<file path="src/rtl/mem_port_arbiter_pkg.sv">
`default_nettype none
// ============================================================================
// Module   : mem_port_arbiter_pkg
// Brief    : Shared types for the unified-memory port arbiter.
// Revision : 1.0
// ============================================================================
package mem_port_arbiter_pkg;

    typedef enum logic [1:0] {
        IDLE = 2'd0,
        BUSY = 2'd1,
        RESP = 2'd2
    } arb_state_t;

    typedef enum logic {
        OWN_IFETCH = 1'b0,
        OWN_DATA   = 1'b1
    } owner_t;

endpackage
`default_nettype wire

</file>
<file path="src/rtl/mem_port_arbiter_rr_pick2.sv">
`default_nettype none
// ============================================================================
// Module   : rr_pick2
// Brief    : Two-way round-robin picker; bit 0 = ifetch, bit 1 = data.
// Revision : 1.0
// ============================================================================
module rr_pick2
    import mem_port_arbiter_pkg::*;
#(
    parameter int DATA_FIRST = 1
) (
    input  logic       clk,
    input  logic       reset,
    input  logic [1:0] req,
    input  logic       en,
    output logic [1:0] gnt
);

    owner_t     r_lastOwner;
    logic [1:0] w_pick;

    // On contention the requester that did not win last time goes first.
    always_comb begin
        w_pick = req;
        if (req == 2'b11) begin
            w_pick = (r_lastOwner == OWN_DATA) ? 2'b01 : 2'b10;
        end
    end

    assign gnt = en ? w_pick : 2'b00;

    always_ff @(posedge clk or negedge reset) begin
        if (!reset) begin
            r_lastOwner <= (DATA_FIRST != 0) ? OWN_IFETCH : OWN_DATA;
        end else if (gnt != 2'b00) begin
            r_lastOwner <= gnt[1] ? OWN_DATA : OWN_IFETCH;
        end
    end

endmodule
`default_nettype wire

</file>
<file path="src/rtl/mem_port_arbiter.sv">
`default_nettype none
// ============================================================================
// Module   : mem_port_arbiter
// Brief    : Shares one single-port memory between ifetch and data requesters.
// Revision : 1.0
// ============================================================================
module mem_port_arbiter
    import mem_port_arbiter_pkg::*;
#(
    parameter int ADDR_W     = 32,
    parameter int DATA_W     = 64,
    parameter int TIMEOUT    = 255,
    parameter int DATA_FIRST = 1
) (
    input  logic              clk,
    input  logic              reset,
    input  logic              i_req,
    input  logic [ADDR_W-1:0] i_addr,
    output logic              i_gnt,
    output logic              i_rvalid,
    output logic [DATA_W-1:0] i_rdata,
    input  logic              d_req,
    input  logic              d_we,
    input  logic [ADDR_W-1:0] d_addr,
    input  logic [DATA_W-1:0] d_wdata,
    output logic              d_gnt,
    output logic              d_rvalid,
    output logic [DATA_W-1:0] d_rdata,
    output logic              mem_req,
    output logic              mem_we,
    output logic [ADDR_W-1:0] mem_addr,
    output logic [DATA_W-1:0] mem_wdata,
    input  logic              mem_ack,
    input  logic [DATA_W-1:0] mem_rdata,
    output logic              busy,
    output logic              err
);

    localparam logic [31:0] c_TIMEOUT_LAST = 32'(TIMEOUT - 1);

    arb_state_t        r_state;
    owner_t            r_owner;
    logic              r_we;
    logic [ADDR_W-1:0] r_addr;
    logic [DATA_W-1:0] r_wdata;
    logic [31:0]       r_cnt;
    logic              r_iRvalid;
    logic              r_dRvalid;
    logic              r_err;
    logic [DATA_W-1:0] r_iRdata;
    logic [DATA_W-1:0] r_dRdata;

    logic [1:0]        w_gnt;
    logic              w_grantEn;
    logic              w_timeout;

    // Gating with reset keeps the grant low while reset is held.
    assign w_grantEn = (r_state == IDLE) && reset;
    assign w_timeout = (TIMEOUT != 0) && (r_cnt == c_TIMEOUT_LAST);

    rr_pick2 #(
        .DATA_FIRST (DATA_FIRST)
    ) u_pick (
        .clk   (clk),
        .reset (reset),
        .req   ({d_req, i_req}),
        .en    (w_grantEn),
        .gnt   (w_gnt)
    );

    always_ff @(posedge clk or negedge reset) begin
        if (!reset) begin
            r_state   <= IDLE;
            r_owner   <= OWN_IFETCH;
            r_we      <= 1'b0;
            r_addr    <= '0;
            r_wdata   <= '0;
            r_cnt     <= '0;
            r_iRvalid <= 1'b0;
            r_dRvalid <= 1'b0;
            r_err     <= 1'b0;
            r_iRdata  <= '0;
            r_dRdata  <= '0;
        end else begin
            r_iRvalid <= 1'b0;
            r_dRvalid <= 1'b0;
            r_err     <= 1'b0;
            case (r_state)
                IDLE: begin
                    if (w_gnt != 2'b00) begin
                        r_state <= BUSY;
                        r_cnt   <= '0;
                        if (w_gnt[1]) begin
                            r_owner <= OWN_DATA;
                            r_we    <= d_we;
                            r_addr  <= d_addr;
                            r_wdata <= d_wdata;
                        end else begin
                            r_owner <= OWN_IFETCH;
                            r_we    <= 1'b0;
                            r_addr  <= i_addr;
                            r_wdata <= '0;
                        end
                    end
                end
                BUSY: begin
                    if (mem_ack) begin
                        r_state <= RESP;
                        if (r_owner == OWN_DATA) begin
                            r_dRvalid <= 1'b1;
                            if (!r_we) begin
                                r_dRdata <= mem_rdata;
                            end
                        end else begin
                            r_iRvalid <= 1'b1;
                            r_iRdata  <= mem_rdata;
                        end
                    end else if (w_timeout) begin
                        r_state <= RESP;
                        r_err   <= 1'b1;
                        if (r_owner == OWN_DATA) begin
                            r_dRvalid <= 1'b1;
                            r_dRdata  <= '0;
                        end else begin
                            r_iRvalid <= 1'b1;
                            r_iRdata  <= '0;
                        end
                    end else begin
                        r_cnt <= r_cnt + 32'd1;
                    end
                end
                RESP: begin
                    r_state <= IDLE;
                    r_cnt   <= '0;
                end
                default: begin
                    r_state <= IDLE;
                end
            endcase
        end
    end

    assign i_gnt     = w_gnt[0];
    assign d_gnt     = w_gnt[1];
    assign i_rvalid  = r_iRvalid;
    assign d_rvalid  = r_dRvalid;
    assign i_rdata   = r_iRdata;
    assign d_rdata   = r_dRdata;
    assign err       = r_err;
    assign busy      = (r_state != IDLE);
    assign mem_req   = (r_state == BUSY);
    assign mem_we    = r_we;
    assign mem_addr  = r_addr;
    assign mem_wdata = r_wdata;

endmodule
`default_nettype wire

</file>
<file path="config.mk">
export PLATFORM = sky130hd
export DESIGN_NAME = mem_port_arbiter
export DESIGN_NICKNAME = d
export VERILOG_FILES = /design/src/rtl/mem_port_arbiter_pkg.sv /design/src/rtl/mem_port_arbiter_rr_pick2.sv /design/src/rtl/mem_port_arbiter.sv
export SDC_FILE = /design/constraint.sdc
export NUM_CORES = 1
export LEC_CHECK = 0
export CORE_MARGIN = 2
export CORE_UTILIZATION = 30
export DETAILED_ROUTE_END_ITERATION = 16
export HOLD_SLACK_MARGIN = 0.06
export PLACE_DENSITY = 0.68
export SYNTH_ARGS = -nofsm -noshare
export SYNTH_HDL_FRONTEND = slang
export SYNTH_HIERARCHICAL = 1
export SYNTH_SLANG_ARGS = --single-unit
</file>
<file path="constraint.sdc">
create_clock -name clk -period 3.15 [get_ports clk]
set_clock_uncertainty 0.05 [all_clocks]
set_input_delay 0.63 -clock clk [delete_from_list [all_inputs] [get_ports clk]]
set_output_delay 0.63 -clock clk [all_outputs]
set_load 0.05 [all_outputs]
</file>
After elaboration in Yosys (flattened, before gate mapping)

Cells that the tools add are included.

Memory bits (writable): 0
Logic and storage cells: 69
Memories: 0
Input port bits: 198
Latch bits: 0
Register bits after elaboration: 264
Bits in read-only memories: 0
Output and inout port bits: 232

Multipliers: 0
Bitwise gates (word level): 1
Add/sub/neg operators: 1
Div/mod/pow operators: 0
Reduce and logical (&&, ||, !) cells: 11
Multiplexer cells: 35
Equal/unequal tests: 9
Shifts and indexed selects: 0
Order comparisons: 0

Operator list:

| cell                    | number |
|---|---|
| $mux W64                | 10 |
| $mux W32                | 4 |
| $pmux W32 S3            | 1 |
| $add A32 B1 Y32 const B | 1 |
| $eq A32 B8 Y1 const B   | 1 |
| $mux W1                 | 13 |
| $mux W2                 | 6 |
| $reduce_and A4 Y1       | 2 |
| $ne A2 B2 Y1 const B    | 3 |
| $reduce_bool A2 Y1      | 3 |
| $eq A2 B2 Y1 const B    | 2 |
| $pmux W2 S2             | 1 |
| $reduce_and A2 Y1       | 2 |
| $ne A3 B1 Y1 const B    | 1 |
| $reduce_and A3 Y1       | 1 |
| $reduce_bool A3 Y1      | 1 |
| $eq A2 B1 Y1 const B    | 1 |
| $logic_not A2 Y1        | 1 |
| $ne A2 B1 Y1 const B    | 1 |
| $logic_and A1 B1 Y1     | 1 |
| $not A1 Y1              | 1 |

Depth between registers and ports, before layout

Depth after elaboration: 6
Mapped depth: 11
Depth with buffers taken out: 8

Cells and area by module

Netlist, hierarchy kept.

Modules (own cells, without submodules):

| module           | sequential area each (um^2) | cells each | area an instance (um^2) | instances |
|---|---|---|---|---|
| mem_port_arbiter | 6581.3                      | 902        | 10999.3                 | 1 |
| rr_pick2         | 25.0                        | 8          | 61.3                    | 1 |

Least setup slack after synthesis

No wires, ideal clock.

Path type: in2reg
From: input port reset
To: register r_cnt[22]
Setup time: 0.124 ns
Path buffers: 3
Slack: -0.117 ns
Data arrival time: 3.093 ns
Required time: 2.976 ns
Stages: 10
Cell sequence: and2_1 -> nand2_1 -> a21oi_1 -> clkbuf_1 -> nor3_1 -> or2_2 -> and2_1 -> buf_2 -> buf_2 -> a211o_1

Word-level cells in the longest chain between the ends: 5

Ends and longest elaborated chain:

| element                     | RTL line                        | text |
|---|---|---|
| start, declared             | mem_port_arbiter.sv:16          | `input logic reset,` |
| $logic_and A1 B1 Y1         | mem_port_arbiter.sv:58          | `assign w_grantEn = (r_state == IDLE) && reset;` |
| $mux W2                     | mem_port_arbiter_rr_pick2.sv:30 | `assign gnt = en ? w_pick : 2'b00;` |
| named net d_gnt             | mem_port_arbiter.sv:26          | `output logic d_gnt,` |
| $reduce_bool A2 Y1          | mem_port_arbiter.sv:90          | `if (w_gnt != 2'b00) begin` |
| $ne A2 B1 Y1 (no line)      | -                               |  |
| $reduce_and A4 Y1 (no line) | -                               |  |
| end signal, assigned        | mem_port_arbiter.sv:129         | `r_cnt <= r_cnt + 32'd1;` |
| end, declared               | mem_port_arbiter.sv:46          | `logic [31:0] r_cnt;` |

The timed path passes the listed nets, and every way through them passes these cells.
A chain may end at the register's enable or synchronous reset.

Worst setup path in the final report

From: register r_state[1]
To: output port mem_req

Word-level cells in the longest chain between the ends: 1

Ends and longest elaborated chain:

| element                | RTL line                | text |
|---|---|---|
| start, declared        | mem_port_arbiter.sv:41  | `arb_state_t r_state;` |
| start signal, assigned | mem_port_arbiter.sv:73  | `r_state <= IDLE;` |
| start signal, assigned | mem_port_arbiter.sv:91  | `r_state <= BUSY;` |
| start signal, assigned | mem_port_arbiter.sv:108 | `r_state <= RESP;` |
| $eq A2 B1 Y1           | mem_port_arbiter.sv:151 | `assign mem_req = (r_state == BUSY);` |
| end, declared          | mem_port_arbiter.sv:29  | `output logic mem_req,` |

No other way between the ends.

==> summary.md <==
| Metric | Value |
|---|---|
| Outcome | `complete, no violations` |
| Most used DFF post-synth | `dfrtp_1` |
| Setup TNS Final | `0 ns` |
| Crit-path cells | `nand2b_1 -> inv_1 -> clkdlybuf4s50_1` |
| Core area | `about 36000 um^2` |
| Final Critical Period | `between 2 and 3 ns` |
| Worst hold path class | `primary input to async pin` |
| CTS sink cnt | `roughly 260` |
| Critical path startpoint category | `flip-flop` |
| Clk slew on worst S/H paths | `approximately 0.06 ns` |
| Post-route ant nets | `0` |
| Endpoints failing hold | `0` |
| Seq/Total Area, Yosys | `about three fifths` |
| Gr ovfl total | `0` |
| Largest net degree at the start of global routing | `190` |
| Post-synthesis async set-or-reset flop share | `between 90% and 100%` |
| Initial antenna violation count | `2` |
| Die Span Y | `about 200 um` |
| Final Max Tran Viols | `0` |
| Worst Tran Pin Value | `1.125 ns` |
| Fill count | `approximately 3.3k` |
| Flops & latches, synth | `roughly 260` |
| Syn_area_per_cell | `about 12 um^2` |
| Slowest CP cell | `clkdlybuf4s50_1` |
| Rel. slew slack | `24.97%` |
| Max_cap viols | `0` |
| Via/cell ratio | `roughly 5.2` |
| First-pass GRT wire length | `between 50 and 60 mm` |
| First-iteration detailed-routing DRC count | `between 500 and 600` |
| Area of the multi-input gates | `roughly 4100 um^2` |
| Peak VDD IR | `~0.0007 V` |
| PortBufs | `around 430` |
| Peak Freq | `roughly 0.34 GHz` |
| Row cnt | `70` |
| Gate count after technology mapping | `910` |
| Design Power | `19.29 mW` |
| Layout cells sized above 1 | `just over 7%` |
| Most frequent cells in the layout | `425 x clkdlybuf4s50_1, 263 x dfrtp_1, 257 x a22o_1` |
| Initial Util | `30.36%` |
| DP HPWL | `23.96 mm` |
| TritonCTS clock tree | `done` |
| H-tree depth | `1` |
| TritonRoute pass-1 iters | `5` |
| Die area | `38420 um^2` |
| Dpl ws | `approximately 0.23 ns` |
| RSZ-0062 raised after global routing | `false` |
| Kind of cell adding the most delay to the critical path | `buffers and inverters` |
| GPL Wtd Cong | `~0.84` |
| Crit path arrival time | `~2.2 ns` |
| Skew-Pair Late Insertion Delay | `0.57 ns` |
| Max clock buf depth | `3` |
| Yosys warning count | `6` |
| Setup-failing EPs final | `0` |
| CP Max Fanout | `5` |
| Number of synthesized flops with an enable pin | `0` |
| Kind of critical path | `flip-flop to primary output` |
| Residual DRC | `0` |
| Synthesized area | `roughly 11000 um^2` |
| Crit end category | `primary output` |
| Synth cell types | `47` |
| Mapped Nets | `between 1k and 1.5k` |
| Routed length per placed instance | `roughly 20 um` |
| Num CTS Buffers | `30` |
| Fin crit share | `between 90% and 100%` |
| Pleak | `7.180 nW` |
| Root buffer cell | `clkbuf_16` |
| CP peak stage delay | `between 0.8 and 0.9 ns` |
| Final WS setup | `~0.25 ns` |
| WP buf/inv | `2` |
| Top-Level Pins | `430` |
| Vias in the first global route | `approximately 9.6k` |
| Total GRT Usage | `18.08%` |
| Worst hold slack | `between 0.1 and 0.15 ns` |
| Synthesis-to-finish area growth | `52.83%` |
| Die X | `196.0 um` |
| PD cells | `1141 nW/um^2` |
| Final WL | `35.93 mm` |
| Via count | `9392` |
| Nets | `about 1.5k` |
| Req. time, crit path | `around 2.5 ns` |
| Commonest non-fill, non-tap cell in the layout | `clkdlybuf4s50_1` |
| Hold-fix buffers at CTS | `0` |
| FF/Latch Area | `~6600 um^2` |
==> report_power, final <==
part,leakage [nW],total [mW],switching (mW),internal (mW)
clock network,0.492,3.48,1.46,2.02
logic,3.40,10.3,6.58,3.70
registers,3.28,5.53,0.852,4.68
total,7.18,19.3,8.89,10.4
==> cell families (layout without fill, tap and decap cells) <==
logic type	Yosys count	count (layout)	synth area share (%)
adder cells (fa/ha/maj)	2	2	0.2262
buffers and inverters	94	518	3.326
multiplexers	34	34	3.077
flip-flops	264	264	59.73
AO/OA/AOI/OAI	352	352	25.66
AND/OR/NAND/NOR	164	164	7.987
other	0	1	0
==> per-layer routing <==
layer,wire length [um],global-route usage [%]
met5,13,0
met4,1319,6.706
met3,2519,4.109
met2,17190,29.89
met1,14890,23.24
==> metrics by stage <==
stage	utilization (%)	cell area (um^2)	instances
floorplan	-	11060	910
global placement	43.66	15910	1746
detailed placement	43.66	15910	1746
CTS	46.38	16900	1802
global route	46.39	16900	1803
finish	46.39	16900	1803
==> Yosys cell counts, types with 4 or more instances <==
cell type	instances	area share, %
and2_1	5	0.28
or3_1	13	0.74
clkbuf_1	64	2.2
mux2i_1	34	3.1
buf_1	9	0.31
nor3_1	14	0.63
nand2_1	46	1.6
and3_1	10	0.57
o211a_1	4	0.36
a22o_1	257	20
buf_2	6	0.27
a211o_1	9	0.71
inv_1	14	0.48
nor4_1	11	0.62
nand4_1	10	0.57
dfrtp_1	264	60
a21oi_1	10	0.45
a21o_1	7	0.48
o21ai_0	49	2.2
nand3_1	24	1.1
nor2_1	10	0.34
==> registers in the layout, summed over array words and instances, names as in the netlist <==
signal              flops
d_rdata                64
d_rvalid                1
err                     1
i_rdata                64
i_rvalid                1
mem_addr               32
mem_wdata              64
mem_we                  1
r_cnt                  32
r_owner                 1
r_state                 2
u_pick/r_lastOwner      1
==> path summary, 6_finish.rpt <==
path                                    from           end  slack, ns  depth (start not counted)
worst max-delay path              r_state[1]       mem_req       0.25                          3
worst min-delay path                   reset      r_cnt[0]       0.13                          2
worst max register to register      r_cnt[0]      r_cnt[6]       0.50                          7
worst min register to register  mem_addr[19]  mem_addr[19]       0.42                          2
max in group asynchronous              reset     r_cnt[19]       1.09                          3
min in group clk                mem_addr[19]  mem_addr[19]       0.42                          2
==> final cells by class <==
cell class | count | share of cell area, %
sequential | 264 | 39.09
inverter | 14 | 0.3109
timing repair buffer | 448 | 26.83
tap | 468 | 3.464
multi-input combinational | 552 | 24.43
antenna | 1 | 0.01480
clock buffer | 40 | 4.900
clock inverter | 16 | 0.9549
==> what timing repair did <==
| action | 4_1_cts | 5_1_grt |
|---|---|---|
| buffers inserted | 0 | 0 |
| endpoints found under the setup margin | 0 | 1 |
| resized for setup | 0 | 1 |
(Power assumes the default switching activity.)
